`src/rtl/uart_tx_if.sv`:
```
// Write-side handshake and serial line of the UART transmitter.
// The master drives the byte strobe and the slave reports FIFO status plus txd.
interface uart_tx_if;
    logic [7:0] uart_tx_data;
    logic       uart_tx_req;
    logic       tx_ready;
    logic       tx_busy;
    logic       tx_overflow;
    logic       txd;

    modport master (
        output uart_tx_data, uart_tx_req,
        input  tx_ready, tx_busy, tx_overflow, txd
    );

    modport slave (
        input  uart_tx_data, uart_tx_req,
        output tx_ready, tx_busy, tx_overflow, txd
    );
endinterface

```
`src/rtl/uart_tx.sv`:
```
// 8N1 UART transmitter fed by a write FIFO.
// Define UART_TX_FIFO_EN for a FIFO_DEPTH-entry FIFO; otherwise a single holding register.
module uart_tx #(
    parameter int unsigned CLKS_PER_BIT = 496,
    parameter int unsigned FIFO_DEPTH   = 16
) (
    input logic  clk,
    input logic  reset,
    uart_tx_if.slave bus
);
    typedef enum logic [1:0] {StIdle, StStart, StData, StStop} state_e;

    localparam logic [15:0] BitLast = 16'(CLKS_PER_BIT - 1);

    if (CLKS_PER_BIT < 2 || CLKS_PER_BIT > 65535) begin : g_bad_clks
        $error("uart_tx: CLKS_PER_BIT out of range");
    end
    if (FIFO_DEPTH < 2 || FIFO_DEPTH > 256 || (FIFO_DEPTH & (FIFO_DEPTH - 1)) != 0)
    begin : g_bad_depth
        $error("uart_tx: FIFO_DEPTH must be a power of two in 2..256");
    end

    state_e      state_q, state_d;
    logic [15:0] bit_cnt_q, bit_cnt_d;
    logic [2:0]  bit_idx_q, bit_idx_d;
    logic [7:0]  shift_q, shift_d;
    logic        overflow_q;
    logic        txd;
    logic        bit_done;
    logic        fifo_empty, fifo_full;
    logic        push, pop;
    logic [7:0]  fifo_head;

    assign bit_done = (bit_cnt_q == '0);
    // Full is judged before the edge, so a same-cycle pop never rescues a write.
    assign push     = bus.uart_tx_req && !fifo_full;

`ifdef UART_TX_FIFO_EN
    localparam int unsigned PtrW = $clog2(FIFO_DEPTH);
    localparam int unsigned CntW = PtrW + 1;
    localparam logic [CntW-1:0] FullCnt = CntW'(FIFO_DEPTH);

    logic [7:0]      mem_q [FIFO_DEPTH];
    logic [PtrW-1:0] wr_ptr_q, rd_ptr_q;
    logic [CntW-1:0] count_q;

    always_ff @(posedge clk) begin
        if (reset) begin
            wr_ptr_q <= '0;
            rd_ptr_q <= '0;
            count_q  <= '0;
        end else begin
            if (push) wr_ptr_q <= wr_ptr_q + 1'b1;
            if (pop)  rd_ptr_q <= rd_ptr_q + 1'b1;
            if (push && !pop) begin
                count_q <= count_q + 1'b1;
            end else if (!push && pop) begin
                count_q <= count_q - 1'b1;
            end
        end
    end

    always_ff @(posedge clk) begin
        if (push) mem_q[wr_ptr_q] <= bus.uart_tx_data;
    end

    assign fifo_empty = (count_q == '0);
    assign fifo_full  = (count_q == FullCnt);
    assign fifo_head  = mem_q[rd_ptr_q];
`else
    logic [7:0] hold_q;
    logic       hold_valid_q;

    always_ff @(posedge clk) begin
        if (reset) begin
            hold_valid_q <= 1'b0;
            hold_q       <= '0;
        end else if (push) begin
            hold_valid_q <= 1'b1;
            hold_q       <= bus.uart_tx_data;
        end else if (pop) begin
            hold_valid_q <= 1'b0;
        end
    end

    assign fifo_empty = !hold_valid_q;
    assign fifo_full  = hold_valid_q;
    assign fifo_head  = hold_q;
`endif

    always_ff @(posedge clk) begin
        if (reset) begin
            state_q    <= StIdle;
            bit_cnt_q  <= BitLast;
            bit_idx_q  <= '0;
            shift_q    <= '0;
            overflow_q <= 1'b0;
        end else begin
            state_q   <= state_d;
            bit_cnt_q <= bit_cnt_d;
            bit_idx_q <= bit_idx_d;
            shift_q   <= shift_d;
            if (bus.uart_tx_req && fifo_full) overflow_q <= 1'b1;
        end
    end

    always_comb begin
        state_d   = state_q;
        bit_cnt_d = bit_cnt_q;
        bit_idx_d = bit_idx_q;
        shift_d   = shift_q;
        pop       = 1'b0;
        if (state_q != StIdle) begin
            bit_cnt_d = bit_done ? BitLast : bit_cnt_q - 16'd1;
        end
        case (state_q)
            StIdle: begin
                if (!fifo_empty) begin
                    pop       = 1'b1;
                    state_d   = StStart;
                    bit_cnt_d = BitLast;
                    shift_d   = fifo_head;
                end
            end
            StStart: begin
                if (bit_done) begin
                    state_d   = StData;
                    bit_idx_d = '0;
                end
            end
            StData: begin
                if (bit_done) begin
                    if (bit_idx_q == 3'd7) begin
                        state_d = StStop;
                    end else begin
                        bit_idx_d = bit_idx_q + 3'd1;
                    end
                end
            end
            StStop: begin
                if (bit_done) begin
                    // Chain straight into the next start bit so frames have no idle gap.
                    if (!fifo_empty) begin
                        pop     = 1'b1;
                        state_d = StStart;
                        shift_d = fifo_head;
                    end else begin
                        state_d = StIdle;
                    end
                end
            end
            default: state_d = StIdle;
        endcase
    end

    always_comb begin
        txd = 1'b1;
        case (state_q)
            StStart: txd = 1'b0;
            StData:  txd = shift_q[bit_idx_q];
            default: txd = 1'b1;
        endcase
    end

    assign bus.txd         = txd;
    assign bus.tx_ready    = !fifo_full;
    assign bus.tx_busy     = !fifo_empty || (state_q != StIdle);
    assign bus.tx_overflow = overflow_q;
endmodule

```
`src/flat_wrapper.sv`:
```
// flat-port wrapper written by rule: the top's interface ports become plain ports
module uart_tx_flat 
#(
    parameter int unsigned CLKS_PER_BIT = 496,
    parameter int unsigned FIFO_DEPTH   = 16
)
  (clk, reset, bus_uart_tx_data, bus_uart_tx_req, bus_tx_ready, bus_tx_busy, bus_tx_overflow, bus_txd);
  uart_tx_if bus_i ();
  input logic clk;
  input logic reset;
  input wire logic [$bits(bus_i.uart_tx_data)-1:0] bus_uart_tx_data;
  input wire logic [$bits(bus_i.uart_tx_req)-1:0] bus_uart_tx_req;
  output wire logic [$bits(bus_i.tx_ready)-1:0] bus_tx_ready;
  output wire logic [$bits(bus_i.tx_busy)-1:0] bus_tx_busy;
  output wire logic [$bits(bus_i.tx_overflow)-1:0] bus_tx_overflow;
  output wire logic [$bits(bus_i.txd)-1:0] bus_txd;
  assign bus_i.uart_tx_data = bus_uart_tx_data;
  assign bus_i.uart_tx_req = bus_uart_tx_req;
  assign bus_tx_ready = bus_i.tx_ready;
  assign bus_tx_busy = bus_i.tx_busy;
  assign bus_tx_overflow = bus_i.tx_overflow;
  assign bus_txd = bus_i.txd;
  uart_tx #(.CLKS_PER_BIT(CLKS_PER_BIT), .FIFO_DEPTH(FIFO_DEPTH)) u_core (.clk(clk), .reset(reset), .bus(bus_i));
endmodule
```
`config.mk`:
```
export PLATFORM = sky130hd
export DESIGN_NAME = uart_tx_flat
export DESIGN_NICKNAME = d
export VERILOG_FILES = /design/src/rtl/uart_tx_if.sv /design/src/rtl/uart_tx.sv /design/src/flat_wrapper.sv
export SDC_FILE = /design/constraint.sdc
export NUM_CORES = 1
export LEC_CHECK = 0
export BUFFER_PORTS_ARGS = -buffer_cell sky130_fd_sc_hd__buf_2
export CAP_MARGIN = 20
export CORE_AREA = 4 4 52 78
export DETAILED_ROUTE_END_ITERATION = 8
export DIE_AREA = 0 0 56 82
export HOLD_SLACK_MARGIN = 0.02
export PLACE_DENSITY_LB_ADDON = 0.05
export SYNTH_ARGS = -nofsm -noshare
export SYNTH_HDL_FRONTEND = slang
export SYNTH_SLANG_ARGS = --single-unit
```
`constraint.sdc`:
```
create_clock -name clk -period 2.45 [get_ports clk]
set_input_delay 0.49 -clock clk [delete_from_list [all_inputs] [get_ports clk]]
set_output_delay 0.49 -clock clk [all_outputs]
set_load 0.01 [all_outputs]
```
Word-level counts from Yosys, hierarchy flattened
Cells that the tools add are included.
{"block": "totals", "reg_bits": 39, "inputBits": 11, "output_inout_bits": 4, "word_cells": 59}
{"block": "op_classes", "add_sub_neg": 2, "n_lt_le_gt_ge": 1, "n_eq_ne": 10, "muxes": 26, "reduce_logical": 13}
{"operator": "16-bit two-way mux", "count": 4}
{"operator": "16-bit zero test", "count": 1}
{"operator": "8-bit two-way mux", "count": 2}
{"operator": "8-bit one-hot mux with 2 select lines", "count": 1}
{"operator": "16-bit by 1-bit subtractor with 16-bit output, second input constant", "count": 1}
{"operator": "2-bit two-way mux", "count": 5}
{"operator": "2-bit by 1-bit inequality test with 1-bit output, second input constant", "count": 5}
{"operator": "3-bit two-way mux", "count": 3}
{"operator": "2-bit one-hot mux with 4 select lines", "count": 1}
{"operator": "2-bit nonzero test", "count": 4}
{"operator": "1-bit two-way mux", "count": 6}
{"operator": "3-bit one-hot mux with 2 select lines", "count": 1}
{"operator": "5-bit AND reduction", "count": 1}
{"operator": "2-bit == test, second input constant", "count": 2}
{"operator": "3-bit by 4-bit less-than comparator with 1-bit output, second input constant", "count": 1}
{"operator": "1-bit one-hot mux with 2 select lines", "count": 2}
{"operator": "4-bit AND reduction", "count": 1}
{"operator": "3-bit by 1-bit adder with 3-bit output, second input constant", "count": 1}
{"operator": "1-bit binary-select mux with 3-bit select", "count": 1}
{"operator": "3-bit == test, second input constant", "count": 1}
{"operator": "2-bit by 1-bit == test with 1-bit output, second input constant", "count": 1}
{"operator": "1-bit logical AND", "count": 2}
{"operator": "2-bit zero test", "count": 1}
{"operator": "2-bit inequality test, second input constant", "count": 1}
{"operator": "other kinds (3)", "count": 3}

Longest topological paths before layout
Gate-level depths: netlist (run 1).
{"block": "depth", "word_depth": 5, "mapped_depth": 9}

Worst setup path after synthesis (run 1)
Ideal clock, no wire load.
{"block": "synth_timing", "path_kind": "reg2reg", "from": "register u_core.bit_idx_q[0]", "to": "register u_core.state_q[1]", "setup_time_ns": 0.116, "arrival_ns": 2.037, "slack_ns": 0.296, "stages_incl_launch_ff": 8, "path_buffers": 0, "period_less_slack_ns": 2.154, "path_cell_list": "dfxtp_1 ha_1 ha_1 or4b_2 o41ai_1 o21a_4 a211oi_1 a41o_1"}
{"block": "synth_between", "elab_chain_cells": 3}
{"item": "start: declaration", "line_no": "uart_tx.sv:25", "rtl": "logic [2:0] bit_idx_q, bit_idx_d;"}
{"item": "start signal: assignment", "line_no": "uart_tx.sv:101", "rtl": "bit_idx_q <= bit_idx_d;"}
{"item": "3-bit == test", "line_no": "uart_tx.sv:133", "rtl": "if (bit_idx_q == 3'd7) begin"}
{"item": "2-bit by 1-bit inequality test with 1-bit output (no source line)"}
{"item": "5-bit AND reduction (no source line)"}
{"item": "end signal: assignment", "line_no": "uart_tx.sv:93", "rtl": "state_q <= StIdle;"}
{"item": "end signal: assignment", "line_no": "uart_tx.sv:99", "rtl": "state_q <= state_d;"}
{"item": "end: declaration", "line_no": "uart_tx.sv:23", "rtl": "state_e state_q, state_d;"}
Every way passes these cells.
A chain may end at the register's enable or synchronous reset.

Worst setup path after layout (run 1)
{"block": "layout_timing", "from": "register u_core.bit_cnt_q[1]", "to": "register u_core.state_q[0]"}
{"block": "layout_between", "elab_chain_cells": 3, "word_cells_on_any_way": 5}
{"item": "start: declaration", "line_no": "uart_tx.sv:24", "rtl": "logic [15:0] bit_cnt_q, bit_cnt_d;"}
{"item": "start signal: assignment", "line_no": "uart_tx.sv:94", "rtl": "bit_cnt_q <= BitLast;"}
{"item": "start signal: assignment", "line_no": "uart_tx.sv:100", "rtl": "bit_cnt_q <= bit_cnt_d;"}
{"item": "16-bit zero test (*)", "line_no": "uart_tx.sv:34", "rtl": "assign bit_done = (bit_cnt_q == '0);"}
{"item": "2-bit by 1-bit inequality test with 1-bit output (no source line)"}
{"item": "5-bit AND reduction (no source line) (*)"}
Mark *: on every way between the ends. The rest lies on a longest branch, timed or not.

==> impl_metrics.env, run 1 <==
export IMPL_min_period_over_period_pct=96.1
export IMPL_crit_path_end="u_core.state_q[0]"
export IMPL_start_util_pct=57.7
export IMPL_cts_sinks=39
export IMPL_synthCells=227
export IMPL_synth_top_cell_area_share_pct=40.0
export IMPL_synth_common_cells="nand2_1 (47), dfxtp_1 (39), a21oi_1 (21), nor2_1 (12), mux2i_1 (10)"
export IMPL_n_antenna_cell=0
export IMPL_cp_required_ns=2.65
export IMPL_core_area_mm2=0.00338
export IMPL_crit_path_start="u_core.bit_cnt_q[1]"
export IMPL_drt_met1_wl_um=1560
export IMPL_synth_area_per_cell_um2=8.60
export IMPL_synth_area_leaders="dfxtp_1 (40%), nand2_1 (9.0%), a21oi_1 (5.4%)"
export IMPL_start_kind="flop"
export IMPL_slew_viol_final=0
export IMPL_route_detailed_drc=0
export IMPL_outcome="completed"
export IMPL_die_w_um=56
export IMPL_fillCellCount=322
export IMPL_rsz0062_at_grt="false"
export IMPL_synth_cell_types=50
export IMPL_grt_pass1_vias=1679
export IMPL_first_pass_iters=4
export IMPL_p_sw_mw=0.425
export IMPL_clk_pin_slew_ns=0.07
export IMPL_numCtsBuffers=5
export IMPL_syn_nets=245
export IMPL_dpl_cell_count=275
export IMPL_multiInputGateArea_mm2=0.00108
export IMPL_synth_top_area_cell="dfxtp_1"
export IMPL_nets=258
export IMPL_topRoutingLayerUsed="met4"
export IMPL_tightest_slew_ns=0.709
export IMPL_postCtsHoldBufs=0
export IMPL_grt_max_degree=24
export IMPL_gr_usage_all_layers_pct=20.8
export IMPL_drive_gt1_share_pct=16.2
export IMPL_tritoncts="done"
export IMPL_cp_arrival_ns=2.55
export IMPL_finClkSkew_ns=0.00268
export IMPL_max_slew_margin_pct=52.4
export IMPL_p_leak_nw=0.839
export IMPL_path_max_fanout=6
export IMPL_hold_viol=0
export IMPL_synth_warnings=0
export IMPL_rr_endpoint="u_core.state_q[0]"
export IMPL_worstSetupPathType="reg2reg"
export IMPL_synth_edf_count=0
export IMPL_overflow=0
export IMPL_routed_wl_met2_um=2300
export IMPL_instances_no_fill=283
export IMPL_clk_insertion_delay_late_ns=0.29
export IMPL_postSynthRegisterBits=39
export IMPL_io_buffer_count=14
export IMPL_dp_hpwl_um=3140
export IMPL_die_h_um=82
export IMPL_ir_worst_vdd_v=0.000551
export IMPL_pwr_share_comb_pct=21.3
export IMPL_sw_frac_of_total_pct=30.4
export IMPL_post_cts_buffers=0
export IMPL_place_congestion=0.784
export IMPL_post_drt_wl_per_cell_um=14.4
export IMPL_async_reset_ff_share_pct=0
export IMPL_reg2reg_from="u_core.bit_cnt_q[1]"
export IMPL_grt_pass1_wl_um=7480
export IMPL_pin_count=15
export IMPL_routed_wl_um=4080
export IMPL_dieArea_mm2=0.00459
export IMPL_seqPwrFrac_pct=48.8
export IMPL_drv_cap=0
export IMPL_syn_area_mm2=0.00195
export IMPL_finalCriticalPeriod_ns=2.35
export IMPL_setup_tns_final_ns=0
export IMPL_r2r_slack_ns=0.1
export IMPL_reg2reg_depth=8
export IMPL_cts_root_buf="clkbuf_8"
export IMPL_clockBufferDepth=2
export IMPL_yosysSeqAreaShare_pct=40.0
export IMPL_antenna_found_initial=0
export IMPL_hold_ws_ns=0.430
export IMPL_clockPowerShare_pct=29.8
export IMPL_synth_flop_cell="dfxtp_1"
export IMPL_worstHoldPathType="in2reg"
export IMPL_route_antenna_remaining_nets=0
export IMPL_cts_resized=0
export IMPL_internal_power_mw=0.974
export IMPL_drt_iter0_drc=40
export IMPL_regArea_um2=781
export IMPL_synth_most_common_cell="nand2_1"
export IMPL_setup_violations=0
export IMPL_h_tree_depth=2
export IMPL_area_delta_synth_final_pct=9.35
export IMPL_worstSetupEndpointType="flop"
export IMPL_num_vias=1642
export IMPL_fmax_ghz=0.425
export IMPL_dr_wl_met3_um=143
export IMPL_row_count=26
export IMPL_routed_via_density=5.80
export IMPL_p_per_area_mw_per_mm2=655
[cell usage in the layout (no fill, tap or decap), types with 4 or more instances in the layout]
cell type,synthesis,layout
a21o_1,4,4
a21oi_1,21,21
buf_2,1,14
buf_4,1,5
clkbuf_8,0,5
dfxtp_1,39,39
ha_1,7,7
inv_1,9,9
mux2i_1,10,10
nand2_1,47,47
nor2_1,12,12
nor3_1,8,8
nor4_1,4,4
or3_1,6,6
or4_1,4,4
xnor2_1,4,4
[metal layers]
layer  vias up  global-route usage, %
li1        816                      -
met1       779                   20.7
met2        39                   40.6
met3         8                   4.25
met4         0                   9.74
met5         -                      0
[worst max-delay path, cell delays in order (launching register included)]
cell and delay, ns:
dfxtp_1 0.33, inv_1 0.08, ha_1 0.21, or4b_1 0.50
buf_4 0.18, o41ai_1 0.41, o21a_4 0.21, a21oi_1 0.09
a311oi_2 0.25
[logic make-up after synthesis]
kind of cell | Yosys count | synth area share [%]
adder cells (fa/ha/maj) | 7 | 4.48
XOR/XNOR | 5 | 2.24
multiplexers | 14 | 8.71
AO/OA/AOI/OAI | 42 | 14.2
AND/OR/NAND/NOR | 98 | 25.5
buffers and inverters | 22 | 4.87
flip-flops | 39 | 40.0
[registers in the layout (all words and copies together) (netlist names)]
signal / flops
u_core.bus.tx_overflow: 1
u_core.bit_cnt_q: 16
u_core.shift_q: 8
u_core.fifo_full: 1
u_core.fifo_head: 8
u_core.bit_idx_q: 3
u_core.state_q: 2
[per-stage QoR]
step	area [µm²]	util [%]	setup WS (ns)	power, mW
final	2140	63.1	0.0964	1.40
after global routing	2140	63.1	0.00720	1.48
after global placement	2050	60.7	0.209	0.982
after floorplan	1950	-	0.296	0.918
after CTS	2140	63.1	0.112	1.41
after detailed placement	2050	60.7	0.0513	0.998
[worst min path at each step]
stage,slack [ns],end,depth (start not counted),startpoint
after floorplan,0.43,u_core.shift_q[2],2,u_core.shift_q[2]
after global placement,0.44,u_core.bus.tx_overflow,2,u_core.bus.tx_overflow
after global routing,0.44,u_core.fifo_head[7],3,bus_uart_tx_data[7]
after detailed placement,0.45,u_core.fifo_head[6],2,u_core.fifo_head[6]
after CTS,0.42,u_core.fifo_head[7],3,bus_uart_tx_data[7]
final,0.43,u_core.fifo_head[7],3,bus_uart_tx_data[7]
[area by class of cell]
cell class	instances	share of cell area, %
Sequential cell	39	36.6
Multi-Input combinational cell	166	50.4
Tap cell	42	2.46
Clock buffer	5	3.22
Clock inverter	3	0.703
Inverter	9	1.58
Timing Repair Buffer	19	5.04
[power by group through the flow]
| stage | clock (mW) | combinational, mW | sequential, mW |
|---|---|---|---|
| 5_1_grt | 0.459 | 0.338 | 0.686 |
| 2_1_floorplan | 0 | 0.227 | 0.691 |
| 3_3_place_gp | 0 | 0.288 | 0.694 |
| 6_report | 0.417 | 0.299 | 0.683 |
| 4_1_cts | 0.430 | 0.300 | 0.683 |
| 3_5_place_dp | 0 | 0.300 | 0.697 |
No activity file was read; power rests on OpenSTA's default activity.
==> run 2: changes to the inputs <==
--- a/config.mk
+++ b/config.mk
@@ -12,6 +12,7 @@
 export DIE_AREA = 0 0 56 82
 export HOLD_SLACK_MARGIN = 0.02
 export PLACE_DENSITY_LB_ADDON = 0.05
+export REMOVE_ABC_BUFFERS = 1
 export SYNTH_ARGS = -nofsm -noshare
 export SYNTH_HDL_FRONTEND = slang
 export SYNTH_SLANG_ARGS = --single-unit
==> impl_metrics.env, run 2 (synthesis gave the netlist of run 1 again) <==
export IMPL_h_tree_depth=2
export IMPL_reg2reg_from="u_core.bit_cnt_q[1]"
export IMPL_cp_arrival_ns=2.50
export IMPL_nets=257
export IMPL_row_count=26
export IMPL_max_slew_margin_pct=50.3
export IMPL_drive_gt1_share_pct=16.3
export IMPL_worstSetupPathType="reg2reg"
export IMPL_overflow=0
export IMPL_route_antenna_remaining_nets=0
export IMPL_finalCriticalPeriod_ns=2.31
export IMPL_routed_wl_um=4100
export IMPL_grt_pass1_wl_um=7200
export IMPL_area_delta_synth_final_pct=9.42
export IMPL_clockBufferDepth=2
export IMPL_tritoncts="done"
export IMPL_path_max_fanout=11
export IMPL_clk_pin_slew_ns=0.08
export IMPL_io_buffer_count=14
export IMPL_start_kind="flop"
export IMPL_antenna_found_initial=0
export IMPL_setup_tns_final_ns=0
export IMPL_tightest_slew_ns=0.739
export IMPL_hold_viol=0
export IMPL_final_cell_mix="nand2_1 (47), dfxtp_1 (39), a21oi_1 (21)"
export IMPL_worstHoldPathType="in2reg"
export IMPL_grt_pass1_vias=1680
export IMPL_dp_hpwl_um=3070
export IMPL_fillCellCount=319
export IMPL_cts_sinks=39
export IMPL_die_h_um=82
export IMPL_drv_cap=0
export IMPL_finClkSkew_ns=0.00396
export IMPL_p_per_area_mw_per_mm2=661
export IMPL_min_period_over_period_pct=94.2
export IMPL_instances_no_fill=282
export IMPL_start_util_pct=57.7
export IMPL_p_leak_nw=0.829
export IMPL_n_antenna_cell=0
export IMPL_die_w_um=56
export IMPL_hold_ws_ns=0.431
export IMPL_dieArea_mm2=0.00459
export IMPL_cts_root_buf="clkbuf_8"
export IMPL_hold_start="bus_uart_tx_data[6]"
export IMPL_layout_commonest_cell="nand2_1"
export IMPL_ir_worst_vdd_v=0.000559
export IMPL_post_drt_wl_per_cell_um=14.5
export IMPL_fmax_ghz=0.433
export IMPL_numCtsBuffers=5
export IMPL_rsz0062_at_grt="false"
export IMPL_slew_viol_final=0
export IMPL_first_pass_iters=4
export IMPL_top_register="u_core.bit_cnt_q"
export IMPL_routed_via_density=5.78
export IMPL_core_area_mm2=0.00338
export IMPL_gr_usage_all_layers_pct=19.7
export IMPL_outcome="completed"
export IMPL_place_congestion=0.922
export IMPL_num_vias=1630
export IMPL_worstSetupEndpointType="flop"
export IMPL_clk_insertion_delay_late_ns=0.29
export IMPL_pin_count=15
export IMPL_largest_reg_flops=16
export IMPL_setup_violations=0
export IMPL_dpl_cell_count=274
export IMPL_grt_max_degree=24
export IMPL_crit_path_start="u_core.bit_cnt_q[1]"
export IMPL_route_detailed_drc=0
export IMPL_cp_required_ns=2.64
export IMPL_drt_iter0_drc=67
==> run 2: cell types whose count changed in the layout (fill, tap and decap cells not counted), sizes merged <==
cell and change:
clkinv -2, clkinvlp +2, buf -1
==> run 2: report_power, final <==
group          total [mW]  internal [mW]  switching, mW  leakage (nW)
Clock               0.432          0.198          0.234        0.0402
Combinational       0.300          0.119          0.181         0.472
Sequential          0.681          0.660         0.0213         0.317
Total                1.41          0.977          0.436         0.829
==> run 2: layout make-up <==
class | count | area, µm² | area share (%)
well taps | 42 | 52.6 | 2.46
flip-flops and latches | 39 | 781 | 36.5
clock buffers | 5 | 68.8 | 3.22
inverters | 9 | 33.8 | 1.58
clock inverters | 3 | 20.0 | 0.937
multi-input cells | 166 | 1080 | 50.6
repair buffers | 18 | 100 | 4.68
==> run 2: critical path: stages, from the launching register on <==
cell     delay, ns
dfxtp_1       0.33
inv_1         0.08
ha_1          0.20
or4b_4        0.53
nor4_2        0.29
buf_4         0.22
or3_1         0.21
o22ai_1       0.11
a22o_1        0.24
==> run 2: final timing paths <==
kind	end	slack (ns)	cells past startpoint
min reg2reg	u_core.fifo_head[0]	0.46	2
max reg2reg	u_core.bit_cnt_q[9]	0.14	8
min	u_core.fifo_head[6]	0.43	3
max	u_core.bit_cnt_q[9]	0.14	8
==> run 2: per-stage QoR <==
step	power, mW	utilization (%)	instance area [µm²]	worst slack (ns)
final	1.41	63.2	2140	0.142
after global routing	1.48	63.2	2140	0.00366
after CTS	1.42	63.1	2130	0.0459
after detailed placement	0.996	60.4	2040	0.0793
after global placement	0.984	60.4	2040	0.162
after floorplan	0.907	-	1890	-0.0506
==> run 2: per-layer routing <==
metal | up-vias | GRT usage, % | part of all wire (%)
met3 | 12 | 4.56 | 3.3
li1 | 816 | - | -
met5 | - | 0 | 0
met2 | 36 | 39.6 | 57
met1 | 766 | 18.6 | 37
met4 | 0 | 9.03 | 2.2
==> run 2: what timing repair did <==
| action | 4_1_cts | 5_1_grt |
|---|---|---|
| gates resized for setup | 0 | 1 |
| hold buffers | 0 | 0 |
| buffers inserted | 0 | 0 |
| hold endpoints to repair | 0 | 0 |
| endpoints found under the setup margin | 0 | 14 |
==> run 3: changes to the inputs <==
==> constraint.sdc (replaced) <==
create_clock -name clk -period 2.65 [get_ports clk]
set_input_delay 0.53 -clock clk [delete_from_list [all_inputs] [get_ports clk]]
set_output_delay 0.53 -clock clk [all_outputs]
set_load 0.01 [all_outputs]
==> impl_metrics.env, run 3 (synthesis gave the netlist of run 1 again) <==
export IMPL_cp_arrival_ns=2.59
export IMPL_r2r_slack_ns=0.25
export IMPL_worstSetupEndpointType="flop"
export IMPL_place_congestion=0.910
export IMPL_drt_iter0_drc=36
export IMPL_min_period_over_period_pct=90.6
export IMPL_io_buffer_count=14
export IMPL_num_vias=1588
export IMPL_outcome="completed"
export IMPL_layout_commonest_cell="nand2_1"
export IMPL_start_util_pct=57.7
export IMPL_overflow=0
export IMPL_start_kind="flop"
export IMPL_worstHoldPathType="reg2reg"
export IMPL_rsz0062_at_grt="false"
export IMPL_cts_resized=0
export IMPL_gr_usage_all_layers_pct=20.0
export IMPL_tritoncts="done"
export IMPL_p_leak_nw=0.818
export IMPL_fmax_ghz=0.416
export IMPL_instances_no_fill=280
export IMPL_setup_violations=0
export IMPL_n_antenna_cell=0
export IMPL_path_max_fanout=11
export IMPL_cts_root_buf="clkbuf_8"
export IMPL_regArea_um2=781
export IMPL_final_cell_mix="nand2_1 (47), dfxtp_1 (39), a21oi_1 (21)"
export IMPL_ir_worst_vdd_v=0.000470
export IMPL_row_count=26
export IMPL_p_sw_mw=0.407
export IMPL_largest_reg_flops=16
export IMPL_nets=255
export IMPL_postCtsHoldBufs=0
export IMPL_core_area_mm2=0.00338
export IMPL_h_tree_depth=2
export IMPL_top_register="u_core.bit_cnt_q"
export IMPL_post_drt_wl_per_cell_um=14.7
export IMPL_grt_pass1_vias=1592
export IMPL_sw_frac_of_total_pct=31.1
export IMPL_drv_cap=0
export IMPL_route_detailed_drc=0
export IMPL_seqPwrFrac_pct=48.1
export IMPL_clockBufferDepth=2
export IMPL_pwr_share_comb_pct=21.1
export IMPL_slew_viol_final=0
export IMPL_grt_max_degree=24
export IMPL_clockPowerShare_pct=30.8
export IMPL_internal_power_mw=0.902
export IMPL_routed_via_density=5.67
export IMPL_worstSetupPathType="reg2reg"
export IMPL_route_antenna_remaining_nets=0
export IMPL_tightest_slew_ns=0.756
export IMPL_clk_insertion_delay_late_ns=0.30
export IMPL_cts_sinks=39
export IMPL_finClkSkew_ns=0.00389
export IMPL_hold_viol=0
export IMPL_clk_pin_slew_ns=0.08
export IMPL_area_delta_synth_final_pct=8.26
export IMPL_pin_count=15
export IMPL_routed_wl_um=4110
export IMPL_post_cts_buffers=0
export IMPL_dieArea_mm2=0.00459
export IMPL_antenna_found_initial=0
export IMPL_setup_tns_final_ns=0
export IMPL_grt_pass1_wl_um=7150
export IMPL_postPlaceCellArea_mm2=0.00203
export IMPL_layout_cell_area_non_filler_mm2=0.00211
export IMPL_p_per_area_mw_per_mm2=619
export IMPL_die_h_um=82
export IMPL_die_w_um=56
export IMPL_hold_ws_ns=0.461
export IMPL_multiInputGateArea_mm2=0.00108
export IMPL_first_pass_iters=5
export IMPL_numCtsBuffers=5
export IMPL_max_slew_margin_pct=49.2
export IMPL_cp_required_ns=2.84
export IMPL_final_util_pct=62.5
export IMPL_fillCellCount=319
export IMPL_drive_gt1_share_pct=14.7
export IMPL_dpl_cell_count=272
export IMPL_finalCriticalPeriod_ns=2.40
export IMPL_dp_hpwl_um=3050
run 3: routing by layer:
metal	GRT usage (%)	vias to the layer above	routed length, µm
met5	0	-	0
met4	9.03	0	85
met3	5.97	9	138
met2	38.1	31	2240
met1	19.9	729	1650
li1	-	819	-
run 3: final timing paths:
| check | end | from | depth (start not counted) |
|---|---|---|---|
| setup reg to reg | u_core.bit_cnt_q[9] | u_core.bit_cnt_q[1] | 8 |
| hold reg to reg | u_core.fifo_head[3] | u_core.fifo_head[3] | 2 |
| hold / removal | u_core.fifo_head[3] | u_core.fifo_head[3] | 2 |
| setup / recovery | u_core.bit_cnt_q[9] | u_core.bit_cnt_q[1] | 8 |
run 3: area by class of cell:
type | instances | share of cell area [%]
Clock inverter | 2 | 0.592
Tap cell | 42 | 2.49
Sequential cell | 39 | 36.9
Clock buffer | 6 | 3.43
Multi-Input combinational cell | 166 | 50.9
Timing Repair Buffer | 16 | 4.02
Inverter | 9 | 1.60
run 3: power groups by stage:
| stage | clock, mW | combinational, mW | sequential (mW) |
|---|---|---|---|
| detailed placement | 0 | 0.276 | 0.644 |
| finish | 0.403 | 0.276 | 0.630 |
| floorplan | 0 | 0.200 | 0.639 |
| global route | 0.432 | 0.307 | 0.633 |
| CTS | 0.408 | 0.277 | 0.630 |
| global placement | 0 | 0.266 | 0.641 |
run 3: worst max-delay path: stages, from the launching register on:
cell,delay [ns]
dfxtp_1,0.32
inv_1,0.08
ha_1,0.20
or4b_1,0.59
nor4_2,0.33
buf_4,0.22
or3_1,0.21
o22ai_1,0.11
a22o_1,0.24
run 3: metrics by stage:
step / setup WS, ns / total power, mW
2_1_floorplan: 0.149 / 0.839
3_3_place_gp: 0.356 / 0.907
3_5_place_dp: 0.274 / 0.920
4_1_cts: 0.257 / 1.31
5_1_grt: 0.0715 / 1.37
6_report: 0.249 / 1.31
